--- config.mk ---
export PLATFORM = sky130hd
export DESIGN_NAME = uart_msg_sender_flat
export DESIGN_NICKNAME = d
export VERILOG_FILES = /design/src/rtl/uart_pkg.sv /design/src/rtl/uart_msg_sender_if.sv /design/src/rtl/uart_msg_sender_buffer.sv /design/src/rtl/uart_msg_sender.sv /design/src/flat_wrapper.sv
export SDC_FILE = /design/constraint.sdc
export NUM_CORES = 1
export LEC_CHECK = 0
export ABC_AREA = 1
export CORE_MARGIN = 4
export CORE_UTILIZATION = 60
export DETAILED_ROUTE_END_ITERATION = 8
export PLACE_DENSITY = 0.79
export SYNTH_ARGS = -nofsm -noshare
export SYNTH_HDL_FRONTEND = slang
export SYNTH_SLANG_ARGS = --single-unit
--- constraint.sdc ---
create_clock -name clk -period 6.4 [get_ports clk]
set_input_delay 0.64 -clock clk [delete_from_list [all_inputs] [get_ports clk]]
set_output_delay 0.64 -clock clk [all_outputs]
set_load 0.01 [all_outputs]
--- src/rtl/uart_pkg.sv ---
// Shared definitions for the UART message sender.
//   ASCII_CR / ASCII_LF : trailer symbols appended after each message pass
//   state_t             : sender FSM state encoding
//   default_byte()      : power-on contents of the message buffer ("hello")
package uart_pkg;

    localparam logic [7:0] ASCII_CR = 8'h0D;
    localparam logic [7:0] ASCII_LF = 8'h0A;

    typedef enum logic [2:0] {
        IDLE,
        ISSUE,
        WAIT_ACK,
        WAIT_DONE,
        NEXT
    } state_t;

    // Entries 0..4 hold "hello"; every other entry starts at zero.
    function automatic logic [7:0] default_byte(input int idx);
        case (idx)
            0:       default_byte = 8'h68; // h
            1:       default_byte = 8'h65; // e
            2:       default_byte = 8'h6C; // l
            3:       default_byte = 8'h6C; // l
            4:       default_byte = 8'h6F; // o
            default: default_byte = 8'h00;
        endcase
    endfunction

endpackage

--- src/rtl/uart_msg_sender_if.sv ---
// Host/UART-side signal bundle of uart_msg_sender.
//   master : control logic + uart_tx side (drives writes, start, tx_busy)
//   slave  : uart_msg_sender (drives tx_start, tx_data, busy, done)
interface uart_msg_sender_if #(
    parameter int DATA_W = 8,
    parameter int DEPTH  = 16,
    parameter int REP_W  = 4
);
    localparam int AW = $clog2(DEPTH);
    localparam int LW = AW + 1;

    logic              wr_en;
    logic [AW-1:0]     wr_addr;
    logic [DATA_W-1:0] wr_data;
    logic              start;
    logic [LW-1:0]     len;
    logic [REP_W-1:0]  repeat_n;
    logic              tx_busy;
    logic              tx_start;
    logic [DATA_W-1:0] tx_data;
    logic              busy;
    logic              done;

    modport master (
        output wr_en, wr_addr, wr_data, start, len, repeat_n, tx_busy,
        input  tx_start, tx_data, busy, done
    );

    modport slave (
        input  wr_en, wr_addr, wr_data, start, len, repeat_n, tx_busy,
        output tx_start, tx_data, busy, done
    );
endinterface

--- src/rtl/uart_msg_sender_buffer.sv ---
// msg_buffer: DEPTH x DATA_W message store, synchronous write, asynchronous
// read, reset-initialised to "hello" followed by zeros.
//   clk, reset : clock, async active-high reset
//   wr_en, wr_addr, wr_data : write port
//   rd_addr, rd_data        : combinational read port
module msg_buffer
    import uart_pkg::*;
#(
    parameter int DATA_W = 8,
    parameter int DEPTH  = 16
) (
    input  logic                     clk,
    input  logic                     reset,
    input  logic                     wr_en,
    input  logic [$clog2(DEPTH)-1:0] wr_addr,
    input  logic [DATA_W-1:0]        wr_data,
    input  logic [$clog2(DEPTH)-1:0] rd_addr,
    output logic [DATA_W-1:0]        rd_data
);
    logic [DATA_W-1:0] mem [DEPTH];

    // NOTE: this store is reset on purpose -- the default message must reappear
    // after every reset, so it is built from flops rather than a RAM macro.
    always_ff @(posedge clk or posedge reset) begin
        if (reset) begin
            for (int i = 0; i < DEPTH; i++) begin
                mem[i] <= DATA_W'(default_byte(i));
            end
        end else if (wr_en) begin
            mem[wr_addr] <= wr_data;
        end
    end

    assign rd_data = mem[rd_addr];

endmodule

--- src/rtl/uart_msg_sender.sv ---
// uart_msg_sender: streams the buffered message into uart_tx one byte per
// tx_start strobe, using tx_busy as the handshake. Each pass sends len buffer
// bytes plus an optional CR/LF trailer; repeat_n extra passes follow the first.
//   clk, reset : clock, async active-high reset
//   bus        : uart_msg_sender_if.slave (writes, start/len/repeat_n,
//                tx_busy in; tx_start, tx_data, busy, done out)
module uart_msg_sender
    import uart_pkg::*;
#(
    parameter int DATA_W  = 8,
    parameter int DEPTH   = 16,
    parameter int REP_W   = 4,
    parameter int CRLF_EN = 1
) (
    input  logic            clk,
    input  logic            reset,
    uart_msg_sender_if.slave bus
);
    localparam int AW      = $clog2(DEPTH);
    localparam int LW      = AW + 1;
    localparam int TRAILER = (CRLF_EN != 0) ? 2 : 0;

    state_t            state;
    logic [LW-1:0]     idx;
    logic [LW-1:0]     len_q;
    logic [LW-1:0]     last;
    logic [REP_W-1:0]  pass;
    logic [REP_W-1:0]  rep_q;
    logic [DATA_W-1:0] buf_rd;
    logic [DATA_W-1:0] sym;
    logic              start_ok;
    logic              tx_start_q;
    logic [DATA_W-1:0] tx_data_q;
    logic              busy_q;
    logic              done_q;

    // The buffer is frozen for the whole transmission.
    msg_buffer #(
        .DATA_W (DATA_W),
        .DEPTH  (DEPTH)
    ) u_buffer (
        .clk     (clk),
        .reset   (reset),
        .wr_en   (bus.wr_en && (state == IDLE)),
        .wr_addr (bus.wr_addr),
        .wr_data (bus.wr_data),
        .rd_addr (idx[AW-1:0]),
        .rd_data (buf_rd)
    );

    assign start_ok = bus.start && (bus.len != '0) && (bus.len <= LW'(DEPTH));
    assign last     = len_q + LW'(TRAILER) - LW'(1);

    // Symbol mux: buffer bytes first, then the CR/LF trailer.
    // NOTE: every always_comb output gets a default first so no latch is inferred.
    always_comb begin
        sym = buf_rd;
        if (idx == len_q) begin
            sym = DATA_W'(ASCII_CR);
        end else if (idx > len_q) begin
            sym = DATA_W'(ASCII_LF);
        end
    end

    // NOTE: sequential state uses non-blocking assignments only, so every
    // branch sees the values from before this clock edge.
    always_ff @(posedge clk or posedge reset) begin
        if (reset) begin
            state      <= IDLE;
            idx        <= '0;
            pass       <= '0;
            len_q      <= '0;
            rep_q      <= '0;
            tx_start_q <= 1'b0;
            tx_data_q  <= '0;
            busy_q     <= 1'b0;
            done_q     <= 1'b0;
        end else begin
            tx_start_q <= 1'b0;
            done_q     <= 1'b0;
            case (state)
                IDLE: begin
                    if (start_ok) begin
                        len_q  <= bus.len;
                        rep_q  <= bus.repeat_n;
                        idx    <= '0;
                        pass   <= '0;
                        busy_q <= 1'b1;
                        state  <= ISSUE;
                    end
                end
                ISSUE: begin
                    tx_data_q  <= sym;
                    tx_start_q <= 1'b1;
                    state      <= WAIT_ACK;
                end
                // tx_busy may still be low on the strobe cycle; wait for it to rise.
                WAIT_ACK: begin
                    if (bus.tx_busy) state <= WAIT_DONE;
                end
                WAIT_DONE: begin
                    if (!bus.tx_busy) state <= NEXT;
                end
                NEXT: begin
                    if (idx < last) begin
                        idx   <= idx + LW'(1);
                        state <= ISSUE;
                    end else if (pass < rep_q) begin
                        pass  <= pass + REP_W'(1);
                        idx   <= '0;
                        state <= ISSUE;
                    end else begin
                        done_q <= 1'b1;
                        busy_q <= 1'b0;
                        state  <= IDLE;
                    end
                end
                default: begin
                    busy_q <= 1'b0;
                    state  <= IDLE;
                end
            endcase
        end
    end

    assign bus.tx_start = tx_start_q;
    assign bus.tx_data  = tx_data_q;
    assign bus.busy     = busy_q;
    assign bus.done     = done_q;

endmodule

--- src/flat_wrapper.sv ---
// flat-port wrapper written by rule: the top's interface ports become plain ports
module uart_msg_sender_flat import uart_pkg::*;
#(
    parameter int DATA_W  = 8,
    parameter int DEPTH   = 16,
    parameter int REP_W   = 4,
    parameter int CRLF_EN = 1
)
  (clk, reset, bus_wr_en, bus_wr_addr, bus_wr_data, bus_start, bus_len, bus_repeat_n, bus_tx_busy, bus_tx_start, bus_tx_data, bus_busy, bus_done);
  uart_msg_sender_if #(.DATA_W(DATA_W), .DEPTH(DEPTH), .REP_W(REP_W)) bus_i ();
  input  logic clk;
  input  logic reset;
  input wire logic [$bits(bus_i.wr_en)-1:0] bus_wr_en;
  input wire logic [$bits(bus_i.wr_addr)-1:0] bus_wr_addr;
  input wire logic [$bits(bus_i.wr_data)-1:0] bus_wr_data;
  input wire logic [$bits(bus_i.start)-1:0] bus_start;
  input wire logic [$bits(bus_i.len)-1:0] bus_len;
  input wire logic [$bits(bus_i.repeat_n)-1:0] bus_repeat_n;
  input wire logic [$bits(bus_i.tx_busy)-1:0] bus_tx_busy;
  output wire logic [$bits(bus_i.tx_start)-1:0] bus_tx_start;
  output wire logic [$bits(bus_i.tx_data)-1:0] bus_tx_data;
  output wire logic [$bits(bus_i.busy)-1:0] bus_busy;
  output wire logic [$bits(bus_i.done)-1:0] bus_done;
  assign bus_i.wr_en = bus_wr_en;
  assign bus_i.wr_addr = bus_wr_addr;
  assign bus_i.wr_data = bus_wr_data;
  assign bus_i.start = bus_start;
  assign bus_i.len = bus_len;
  assign bus_i.repeat_n = bus_repeat_n;
  assign bus_i.tx_busy = bus_tx_busy;
  assign bus_tx_start = bus_i.tx_start;
  assign bus_tx_data = bus_i.tx_data;
  assign bus_busy = bus_i.busy;
  assign bus_done = bus_i.done;
  uart_msg_sender #(.DATA_W(DATA_W), .DEPTH(DEPTH), .REP_W(REP_W), .CRLF_EN(CRLF_EN)) u_core (.clk(clk), .reset(reset), .bus(bus_i));
endmodule
[Word-level counts from Yosys, hierarchy flattened]
Cells that the tools add are included.
Cells by class
  add/sub/neg operators: 4
  $lt $le $gt $ge: 7
  equality and inequality tests: 12
  multiplexer cells: 30
  bitwise operators: 3
  reduce and logical (&&, ||, !) cells: 13
Operator list (number)
  $bwmux 128: 1
  $mux 8: 5
  $bmux 8 s4: 1
  $demux 8 s4: 1
  $mux 5: 3
  $pmux 3 s5: 1
  $mux 3: 4
  $mux 4: 3
  $ge 5x5->1 const B: 2
  $not 4->5: 2
  $pmux 5 s2: 1
  $mux 1: 8
  $ne 2x2->1 const B: 4
  $pmux 4 s2: 1
  $reduce_and 4->1: 2
  $eq 3x2->1 const B: 2
  $reduce_and 3->1: 2
  $add 5x1->5 const B: 1
  $add 5x2->5 const B: 1
  $eq 5x5->1: 1
  $gt 5x5->1: 1
  $le 5x5->1 const B: 1
  $lt 5x1->1 const B: 1
  $lt 5x5->1: 1
  other kinds (15): 19
Word-level totals
  bits in registers: 160
  input port bits: 26
  output and inout port bits: 11

[Longest topological paths before layout]
  depth after elaboration: 6
  gate-level depth with buffers: 12
  gate-level depth less buffers: 12

[Modules after synthesis]
A second synthesis with hierarchy kept.
Second synthesis, totals
  cells, all modules: 1076
  area, all modules: 8161.6 µm²
By module, submodules not included
  msg_buffer: instances 1, cells each 838, area an instance 6273.5 µm²
  uart_msg_sender: instances 1, cells each 238, area an instance 1888.1 µm²

[Least setup slack after synthesis]
No wires, ideal clock.
  kind: register -> register
  start: reg u_core.len_q[0]
  end: reg u_core.idx[2]
  library setup time: 117 ps
  data arrival time: 1742 ps
  slack: 4541 ps
  stages on the path, launching flop included: 11
  period minus slack after synthesis: 1859 ps
  cell sequence: dfrtp_1 > ha_1 > nand3_1 > xor2_1 > ha_1 > a21oi_1 > nand3_1 > nand3_1 > inv_1 > nand2_1 > nand2_1
On the way
  word-level cells in the longest chain between the ends: 5
  elaborated cells on any way between the ends: 7
  those cells by class: add/sub: 2; order compare: 1; eq/ne: 1; mux: 2; reduce/logical: 1
RTL lines
  start, declared: RTL line uart_msg_sender.sv:25  | logic [LW-1:0] len_q;
  start signal, assigned: RTL line uart_msg_sender.sv:84  | len_q <= bus.len;
  $add 5x2->5 (*): RTL line uart_msg_sender.sv:52  | assign last = len_q + LW'(TRAILER) - LW'(1);
  $sub 5x1->5 (*): RTL line uart_msg_sender.sv:52
  $lt 5x5->1 (*): RTL line uart_msg_sender.sv:105  | if (idx < last) begin
  $ne 3x1->1 (no source line) or $mux 5 (tied branches)
  $reduce_and 3->1 (no source line) or $pmux 5 s2 (tied branches)
  end signal, assigned: RTL line uart_msg_sender.sv:106  | idx <= idx + LW'(1);
  end, declared: RTL line uart_msg_sender.sv:24  | logic [LW-1:0] idx;
Mark *: on every way between the ends. The rest lies on a longest branch, timed or not.
A chain may end at the register's enable or synchronous reset.

[Worst setup path in the final report]
  start: reg u_core.idx[0]
  end: reg u_core.tx_data_q[3] (netlist: u_core.bus.tx_data[3])
On the way
  word-level cells in the longest chain between the ends: 6
  elaborated cells on any way between the ends: 8
  those cells by class: order compare: 1; eq/ne: 1; mux: 5; bitwise: 1
RTL lines
  $not 4->5 (not written as such): RTL line uart_msg_sender_buffer.sv:34  | assign rd_data = mem[rd_addr];
  $bmux 8 s4: RTL line uart_msg_sender_buffer.sv:34
  $mux 8 (not written as such) (2 in series): RTL line uart_msg_sender_buffer.sv:34
  $mux 8: RTL line uart_msg_sender.sv:60  | end else if (idx > len_q) begin
  $mux 8 (*): RTL line uart_msg_sender.sv:58  | if (idx == len_q) begin
  end signal, assigned: RTL line uart_msg_sender.sv:93  | tx_data_q <= sym;
  end, declared: RTL line uart_msg_sender.sv:33  | logic [DATA_W-1:0] tx_data_q;
Mark *: on every way between the ends. The rest lies on a longest branch, timed or not. The select of a mux whose other input is x is not followed.

==> metrics.md <==
| Metric | Value |
|---|---|
| Status | `complete, no violations` |
| Clock Latency Late Sink | `0.43 ns` |
| Worst path arrival time | `2.91 ns` |
| Yosys top cell area share | `0.436` |
| GPL Wtd Cong | `0.852` |
| Final instance area | `8990 µm²` |
| Cell Pwr Density | `484 nW/µm²` |
| TritonCTS clock tree | `done` |
| Fmax | `386 MHz` |
| Remaining DRCs | `0` |
| Largest net degree at the start of global routing | `100` |
| Nets | `1014` |
| CTS buffer count | `17` |
| Number of global-route vias before repair | `6200` |
| Die width | `123 µm` |
| Setup TNS | `0 ns` |
| Clk_skew | `0.00584 ns` |
| Syn Nets | `1002` |
| Critical Path Start Type | `flop` |
| Synth top area cells | `dfrtp_1, nand2_1, dfstp_2` |
| Final ANT Viol Nets | `0` |
| Total die area | `15200 µm²` |
| Vias | `6521` |
| Endpoints failing setup | `0` |
| Final period utilization | `0.404` |
| I/O Buffers | `36` |
| Slew Limit Headroom | `0.343` |
| Clock-pin slew on the worst setup and hold paths | `0.06 ns` |
| Layout area overhead | `12.5%` |
| #FFs+latches synth | `160` |
| Initial antenna violation count | `0` |
| Synth cell types | `35` |
| Max Slew Vio Count | `0` |
| Core area | `12800 µm²` |
| Cell Area, Placed | `8340 µm²` |
| Final Hold Vio Count | `0` |
| Post-DP HPWL | `12100 µm` |
| Post-CTS setup buffers | `0` |
| Initial DRT Pass Iterations | `5` |
| Multi-input gate area | `3300 µm²` |
| Starting Density | `0.623` |
| Post_cts resized | `0` |
| Cell count after synthesis | `960` |
| DRT iter0 DRCs | `698` |
| Final Power | `4.35 mW` |
| CP Max Fanout | `99` |
| FF+latch area | `4030 µm²` |
| Row cnt | `41` |
| Vias/cell | `5.64` |
| WL/cell | `16.8 µm` |
| Drt total wl | `19500 µm` |
| Worst path required time | `6.72 ns` |
| RSZ-0062 raised after global routing | `false` |
| Sink count of the clock tree | `160` |
| Post-Syn Area | `7990 µm²` |
| Hold buffers post-CTS | `0` |
| Leading area contributor after synthesis | `dfrtp_1` |
| Syn_area_per_cell | `8.32 µm²` |
| H-Tree Depth | `4` |
| CTS Buffer Depth | `2` |
| Maxcap violations | `0` |
| LEAKAGE | `4.18 nW` |
| Peak VDD IR | `401 µV` |
| Kind of critical path | `flop to flop` |
| Top-Level Pins | `37` |
| Tmin final | `2.59 ns` |
| Worst slew pin tran | `0.985 ns` |
| Clk root buf | `clkbuf_16` |
| Fillers | `1025` |
| GR Util All Layers | `0.271` |
| CP Capture Type | `flop` |
| Sequential area share after synthesis | `0.505` |
| Hold WC Path Type | `flop to flop` |
| Grt ovf | `0` |
| Yosys Warn Count | `0` |
| Global-route wire length before repair | `31500 µm` |
| Share of layout cells above drive strength 1 | `0.101` |
| # diodes | `0` |
| Die Y | `123 µm` |
logic make-up (layout without fill, tap and decap cells):
group,count (synthesis),count (layout),share of synthesized area
xor+xnor,7,7,0.00768
simple gates,413,413,0.239
fa+ha+maj,16,16,0.0251
flops,160,160,0.505
buf+inv,150,175,0.0819
compound gates,214,214,0.141
layer usage:
| layer | vias up | global-route usage | share of wire |
|---|---|---|---|
| li1 | 3154 | - | - |
| met1 | 3097 | 0.361 | 0.43 |
| met2 | 244 | 0.440 | 0.48 |
| met3 | 26 | 0.0672 | 0.067 |
| met4 | 0 | 0.0865 | 0.018 |
| met5 | - | 0 | 0 |
report_power, final:
part	total [mW]	switching, mW	internal (mW)
logic	1.45	0.897	0.555
registers	1.78	0.264	1.52
clock network	1.11	0.403	0.711
total	4.35	1.56	2.79
stage by stage:
stage	worst slack [ns]	utilization	instances	hold slack [ns]
detailed placement	3.61	0.650	1125	0.462
global route	3.56	0.701	1157	0.502
floorplan	1.47	-	960	0.453
CTS	3.81	0.701	1157	0.476
global placement	3.69	0.650	1125	0.460
finish	3.81	0.701	1157	0.478
flip-flops by register name, indices dropped and copies added, names as in the netlist:
register / count
u_core.state: 3
u_core.bus.tx_start: 1
u_core.bus.done: 1
u_core.pass: 4
u_core.bus.busy: 1
u_core.bus.tx_data: 8
u_core.len_q: 5
u_core.idx: 5
u_core.rep_q: 4
u_core.u_buffer.mem: 128
layout make-up:
cell class	count	share of cell area
Tap cell	172	0.0239
Clock inverter	11	0.0207
Sequential cell	160	0.448
Clock buffer	21	0.0512
Multi-Input combinational cell	650	0.367
Inverter	100	0.0423
Timing Repair Buffer	43	0.0459
synthesized netlist by cell type:
cell / n
nand2_1: 194
dfrtp_1: 139
a21oi_1: 103
nand3_1: 99
inv_1: 90
nor2_1: 88
o21ai_0: 77
clkbuf_1: 23
dfstp_2: 21
ha_1: 16
o21ai_1: 14
buf_2: 12
o211ai_1: 8
o21ai_2: 8
nor4_4: 7
buf_6: 6
clkinv_1: 6
or2_2: 6
xor2_1: 6
nor2_4: 5
buf_1: 4
buf_4: 4
inv_2: 4
nand2_2: 4
nand4_1: 3
nor2_2: 2
o21bai_1: 2
o22ai_1: 2
buf_12: 1
nand2_4: 1
nand2_8: 1
nor3_1: 1
nor3_4: 1
or3_1: 1
xnor2_1: 1
critical path, stage by stage, from the launching register on:
cell,delay (ns)
dfrtp_2,0.34
buf_4,0.71
clkinv_1,0.22
ha_1,0.33
inv_1,0.03
nand2_1,0.07
nand2_1,0.07
nor2_1,0.40
nand3_1,0.16
nand2_1,0.09
inv_1,0.04
final timing paths:
check | startpoint | endpoint | slack (ns) | cells after the start
min in group asynchronous | reset | u_core.u_buffer.mem[40]$_DFFE_PP0P_ | 0.76 | 2
max in group asynchronous | reset | u_core.u_buffer.mem[77]$_DFFE_PP0P_ | 4.25 | 3
min | u_core.bus.busy$_DFFE_PP0P_ | u_core.bus.busy$_DFFE_PP0P_ | 0.48 | 2
max | u_core.idx[0]$_DFFE_PP0P_ | u_core.bus.tx_data[3]$_DFFE_PP0P_ | 3.81 | 10
max reg2reg | u_core.idx[0]$_DFFE_PP0P_ | u_core.bus.tx_data[3]$_DFFE_PP0P_ | 3.81 | 10
min reg2reg | u_core.bus.busy$_DFFE_PP0P_ | u_core.bus.busy$_DFFE_PP0P_ | 0.48 | 2
layout by cell type (no fill, tap or decap), types with 2 or more instances in the layout:
cell             instances
xor2_1                   6
clkbuf_16               17
clkdlybuf4s50_1         36
inv_2                    4
nand2_1                194
ha_1                    16
inv_1                   89
nor2_1                  88
nor4_4                   7
o21ai_1                 14
or2_2                    6
o21ai_2                  8
o22ai_1                  2
clkbuf_8                 2
clkinv_2                 4
o21ai_0                 77
a21oi_1                103
clkinv_1                 6
bufinv_16                5
nand3_1                 99
dfrtp_1                138
o211ai_1                 8
nand2_2                  4
buf_4                    7
clkbuf_1                 2
dfstp_2                 21
nor2_4                   5
o21bai_1                 2
inv_6                    2
nand4_1                  3
nor2_2                   2
Note: power is estimated with default switching activity, not from simulation.
==> RTL edit 1, RTL diff (same flow settings) <==
`REP_W` is set to 4 in 3 places; all go to 6.
--- a/src/rtl/uart_msg_sender_if.sv
+++ b/src/rtl/uart_msg_sender_if.sv
@@ -6,3 +6,3 @@
     parameter int DEPTH  = 16,
-    parameter int REP_W  = 4
+    parameter int REP_W  = 6
 );
--- a/src/rtl/uart_msg_sender.sv
+++ b/src/rtl/uart_msg_sender.sv
@@ -11,3 +11,3 @@
     parameter int DEPTH   = 16,
-    parameter int REP_W   = 4,
+    parameter int REP_W   = 6,
     parameter int CRLF_EN = 1
--- a/src/flat_wrapper.sv
+++ b/src/flat_wrapper.sv
@@ -5,3 +5,3 @@
     parameter int DEPTH   = 16,
-    parameter int REP_W   = 4,
+    parameter int REP_W   = 6,
     parameter int CRLF_EN = 1
Interface: changed (resized bus_repeat_n); port bits go from 37 to 39. No check against the original RTL was run, so the function may have changed too.
==> RTL edit 1 against the unedited design <==
- sequential cell count increased by 4
- critical endpoint is now u_core.pass[3]
- hold slack hardly changed
- worst setup slack worse by 0.48 ns
- largest cell class unchanged
- cell area grew 3.3%
- wire length increased by 5.0%
- area after synthesis grew 3.6%
- combinational power up 9.7%
- global-route usage fell by 0.15 points
- total power rose by 3.0%
- via count increased by 5.2%
==> RTL edit 1: results (changes against the unedited design) <==
{| class="wikitable"
! Metric !! Value
|-
| Status || complete, no violations (unchanged)
|-
| Worst hold margin || 0.478 ns (about the same)
|-
| Maximum ir drop on the vdd rail || 0.000264 V (was 0.000401 V)
|-
| Highest cell delay on the worst timing path || 0.67 ns (was 0.71 ns)
|-
| R2r setup slk || 3.33 ns (was 3.81 ns)
|-
| Static power due to leakage || 4.46 nW (was 4.18 nW)
|-
| Post-Place Worst Slack || 3.43 ns (was 3.61 ns)
|-
| Leading post-synthesis cells by instance count || nand2_1, dfrtp_1, inv_1, o21ai_0, nand3_1 (was nand2_1, dfrtp_1, a21oi_1, nand3_1, inv_1)
|-
| Worst Reg2Reg Path Length in Cells || 9 (was 10)
|-
| Share of layout cells above drive strength 1 || 8.25% (was 10.1%)
|-
| Number of detailed-routing iterations run before antenna repair || 6 (was 5)
|-
| Placer Congestion || 0.872 (was 0.852)
|-
| Via count of the first global-routing pass || 6696 (was 6200)
|-
| Xor and xnor area share after synthesis || 0.741% (was 0.768%)
|-
| Placed Area || 8650 um2 (was 8340 um2)
|-
| Via count || 6857 (was 6521)
|-
| Worst Skew || 0.00596 ns (was 0.00584 ns)
|-
| Synthesized instance count || 1034 (was 960)
|-
| Iteration-0 DRC Markers || 843 (was 698)
|-
| Library cells used by synthesis || 32 (was 35)
|-
| GRT Util Overall || 27.0% (was 27.1%)
|-
| Arithmetic-cell share of the synthesized area counting full adders, half adders and majority gates || 2.72% (was 2.51%)
|-
| Number of nets in the finished design || 1087 (was 1014)
|-
| Relative slew slack || 35.3% (was 34.3%)
|-
| Final HPWL from detailed placement || 13200 um (was 12100 um)
|-
| Cell types with the largest area share after synthesis || dfrtp_1, nand2_1, o21ai_0, dfstp_2, nand3_1 (was dfrtp_1, nand2_1, dfstp_2, a21oi_1, nand3_1)
|-
| Placed cell count || 1198 (was 1125)
|-
| Slowest CP cell || buf_4 (unchanged)
|-
| Synthesized-area fraction occupied by ao, oa, aoi and oai cells || 13.1% (was 14.1%)
|-
| Pin count of the biggest net entering global routing || 104 (was 100)
|-
| Port buffer count || 38 (was 36)
|-
| Portion of the post-synthesis area used by sequential elements || 49.9% (was 50.5%)
|}
==> RTL edit 1: kinds of logic (layout without fill, tap and decap cells) <==
kind of cell | after synthesis | in the layout
AND/OR/NAND/NOR | 453 | 453
AO/OA/AOI/OAI | 213 | 213
buffers and inverters | 179 | 199
flip-flops | 164 | 164
adder cells (fa/ha/maj) | 18 | 18
XOR/XNOR | 7 | 7
==> RTL edit 1: area by class of cell <==
class	count	area, um2
Clock inverter	13	181
Inverter	125	474
Clock buffer	19	453
Multi-Input combinational cell	691	3410
Sequential cell	164	4130
Tap cell	176	220
Fill cell	1090	4060
Timing Repair Buffer	42	410
==> RTL edit 1: per-layer routing <==
layer / global-route usage (%) / share of wire (%)
met1: 36.4 / 44
met2: 43.4 / 48
met3: 5.80 / 6.6
met4: 9.57 / 2.1
met5: 0 / 0
==> RTL edit 1: where the power goes <==
group	switching (W)	internal, W
clock network	0.000417	0.000673
logic	0.00101	0.000581
registers	0.000267	0.00153
total	0.00170	0.00278
==> RTL edit 2, RTL diff (same flow settings) <==
Made on the original files. Re-encode `state_t` (5 states) as one-hot, 5 bits wide.
--- a/src/rtl/uart_pkg.sv
+++ b/src/rtl/uart_pkg.sv
@@ -9,8 +9,8 @@
 
-    typedef enum logic [2:0] {
-        IDLE,
-        ISSUE,
-        WAIT_ACK,
-        WAIT_DONE,
-        NEXT
+    typedef enum logic [4:0] {
+        IDLE      = 5'b00001,
+        ISSUE     = 5'b00010,
+        WAIT_ACK  = 5'b00100,
+        WAIT_DONE = 5'b01000,
+        NEXT      = 5'b10000
     } state_t;
Function: no difference found for any inputs over 10 cycles, from zero or initial values and one cycle with reset high; not proved beyond that.
==> RTL edit 2 against the unedited design <==
- total power is 16% lower
- area after synthesis grew 3.1%
- cell area rose by 2.0%
- wire length fell by 0.56%
- worst setup slack got worse by 0.14 ns
- sequential cell count grew 2
- synthesized cell count grew 0.83%
- largest cell class unchanged
- largest power group unchanged
==> RTL edit 2: results (changes against the unedited design) <==
{| class="wikitable"
! Metric !! Value
|-
| Pin count of the biggest net entering global routing || 107 (was 100)
|-
| Via count of the first global-routing pass || 6448 (was 6200)
|-
| Crit path capture || u_core.pass[3] (was u_core.bus.tx_data[3])
|-
| Status || complete, no violations (unchanged)
|-
| Terminating pin of the worst hold path || u_core.u_buffer.mem[98] (was u_core.bus.busy)
|-
| Reg with most FFs || u_core.u_buffer.mem (unchanged)
|-
| GRT Util Overall || 26.1% (was 27.1%)
|-
| Xor and xnor area share after synthesis || 0.851% (was 0.768%)
|-
| Number of nets in the finished design || 1019 (was 1014)
|-
| Leading post-synthesis cells by instance count || nand2_1, dfrtp_1, nand3_1, o21ai_2, o21ai_1 (was nand2_1, dfrtp_1, a21oi_1, nand3_1, inv_1)
|-
| Syn nets || 1010 (was 1002)
|-
| Number of detailed-routing iterations run before antenna repair || 6 (was 5)
|-
| Cell types with the largest area share after synthesis || dfrtp_1, nand2_1, nand3_1, o21ai_2, dfstp_2 (was dfrtp_1, nand2_1, dfstp_2, a21oi_1, nand3_1)
|-
| Layout fillers || 1062 (was 1025)
|-
| Crit path max fanout || 71 (was 99)
|-
| Worst Skew || 0.00846 ns (was 0.00584 ns)
|-
| Routed wirelength normalized by instance count || 16.6 um (was 16.8 um)
|-
| Worst hold margin || 0.475 ns (was 0.478 ns)
|-
| Mean instance size in the synthesized netlist || 8.50 um2 (was 8.32 um2)
|-
| Arithmetic-cell share of the synthesized area counting full adders, half adders and majority gates || 2.43% (was 2.51%)
|-
| Portion of the post-synthesis area used by sequential elements || 49.6% (was 50.5%)
|-
| Worst Reg2Reg Path Length in Cells || 11 (was 10)
|-
| Synthesized-area fraction occupied by ao, oa, aoi and oai cells || 13.0% (was 14.1%)
|-
| Min-delay src || u_core.u_buffer.mem[98] (was u_core.bus.busy)
|-
| First-pass GRT wire length || 32800 um (was 31500 um)
|-
| Maximum ir drop on the vdd rail || 0.000223 V (was 0.000401 V)
|-
| Iteration-0 DRC Markers || 589 (was 698)
|-
| Placer Congestion || 0.818 (was 0.852)
|-
| Fin crit period || 2.73 ns (was 2.59 ns)
|-
| Part of the power in the clock network || 28.8% (was 25.6%)
|-
| Detailed-route vias per instance || 5.65 (was 5.64)
|-
| Post-Place Worst Slack || 3.72 ns (was 3.61 ns)
|-
| Final HPWL from detailed placement || 11900 um (was 12100 um)
|}
[RTL edit 2: per-stage QoR]
stage | utilization (%) | total power, W
finish | 68.7 | 0.00364
CTS | 68.7 | 0.00365
floorplan | - | 0.00231
global placement | 64.1 | 0.00255
global route | 68.7 | 0.00387
detailed placement | 64.1 | 0.00259
[RTL edit 2: area by class of cell]
class / count / area, um2 / area share (%)
Timing Repair Buffer: 40 / 390 / 4.26
Inverter: 62 / 243 / 2.65
Tap cell: 176 / 220 / 2.40
Clock buffer: 22 / 474 / 5.17
Multi-Input combinational cell: 694 / 3630 / 39.5
Sequential cell: 162 / 4080 / 44.5
Clock inverter: 10 / 133 / 1.45
[RTL edit 2: per-layer routing]
layer,share of wire (%),routed length [um],GRT usage [%],vias up
met3,6.2,1210,5.03,31
li1,-,-,-,3199
met4,2.1,416,10.7,0
met1,44,8610,35.1,3148
met2,47,9130,41.8,207
met5,0,0,0,-
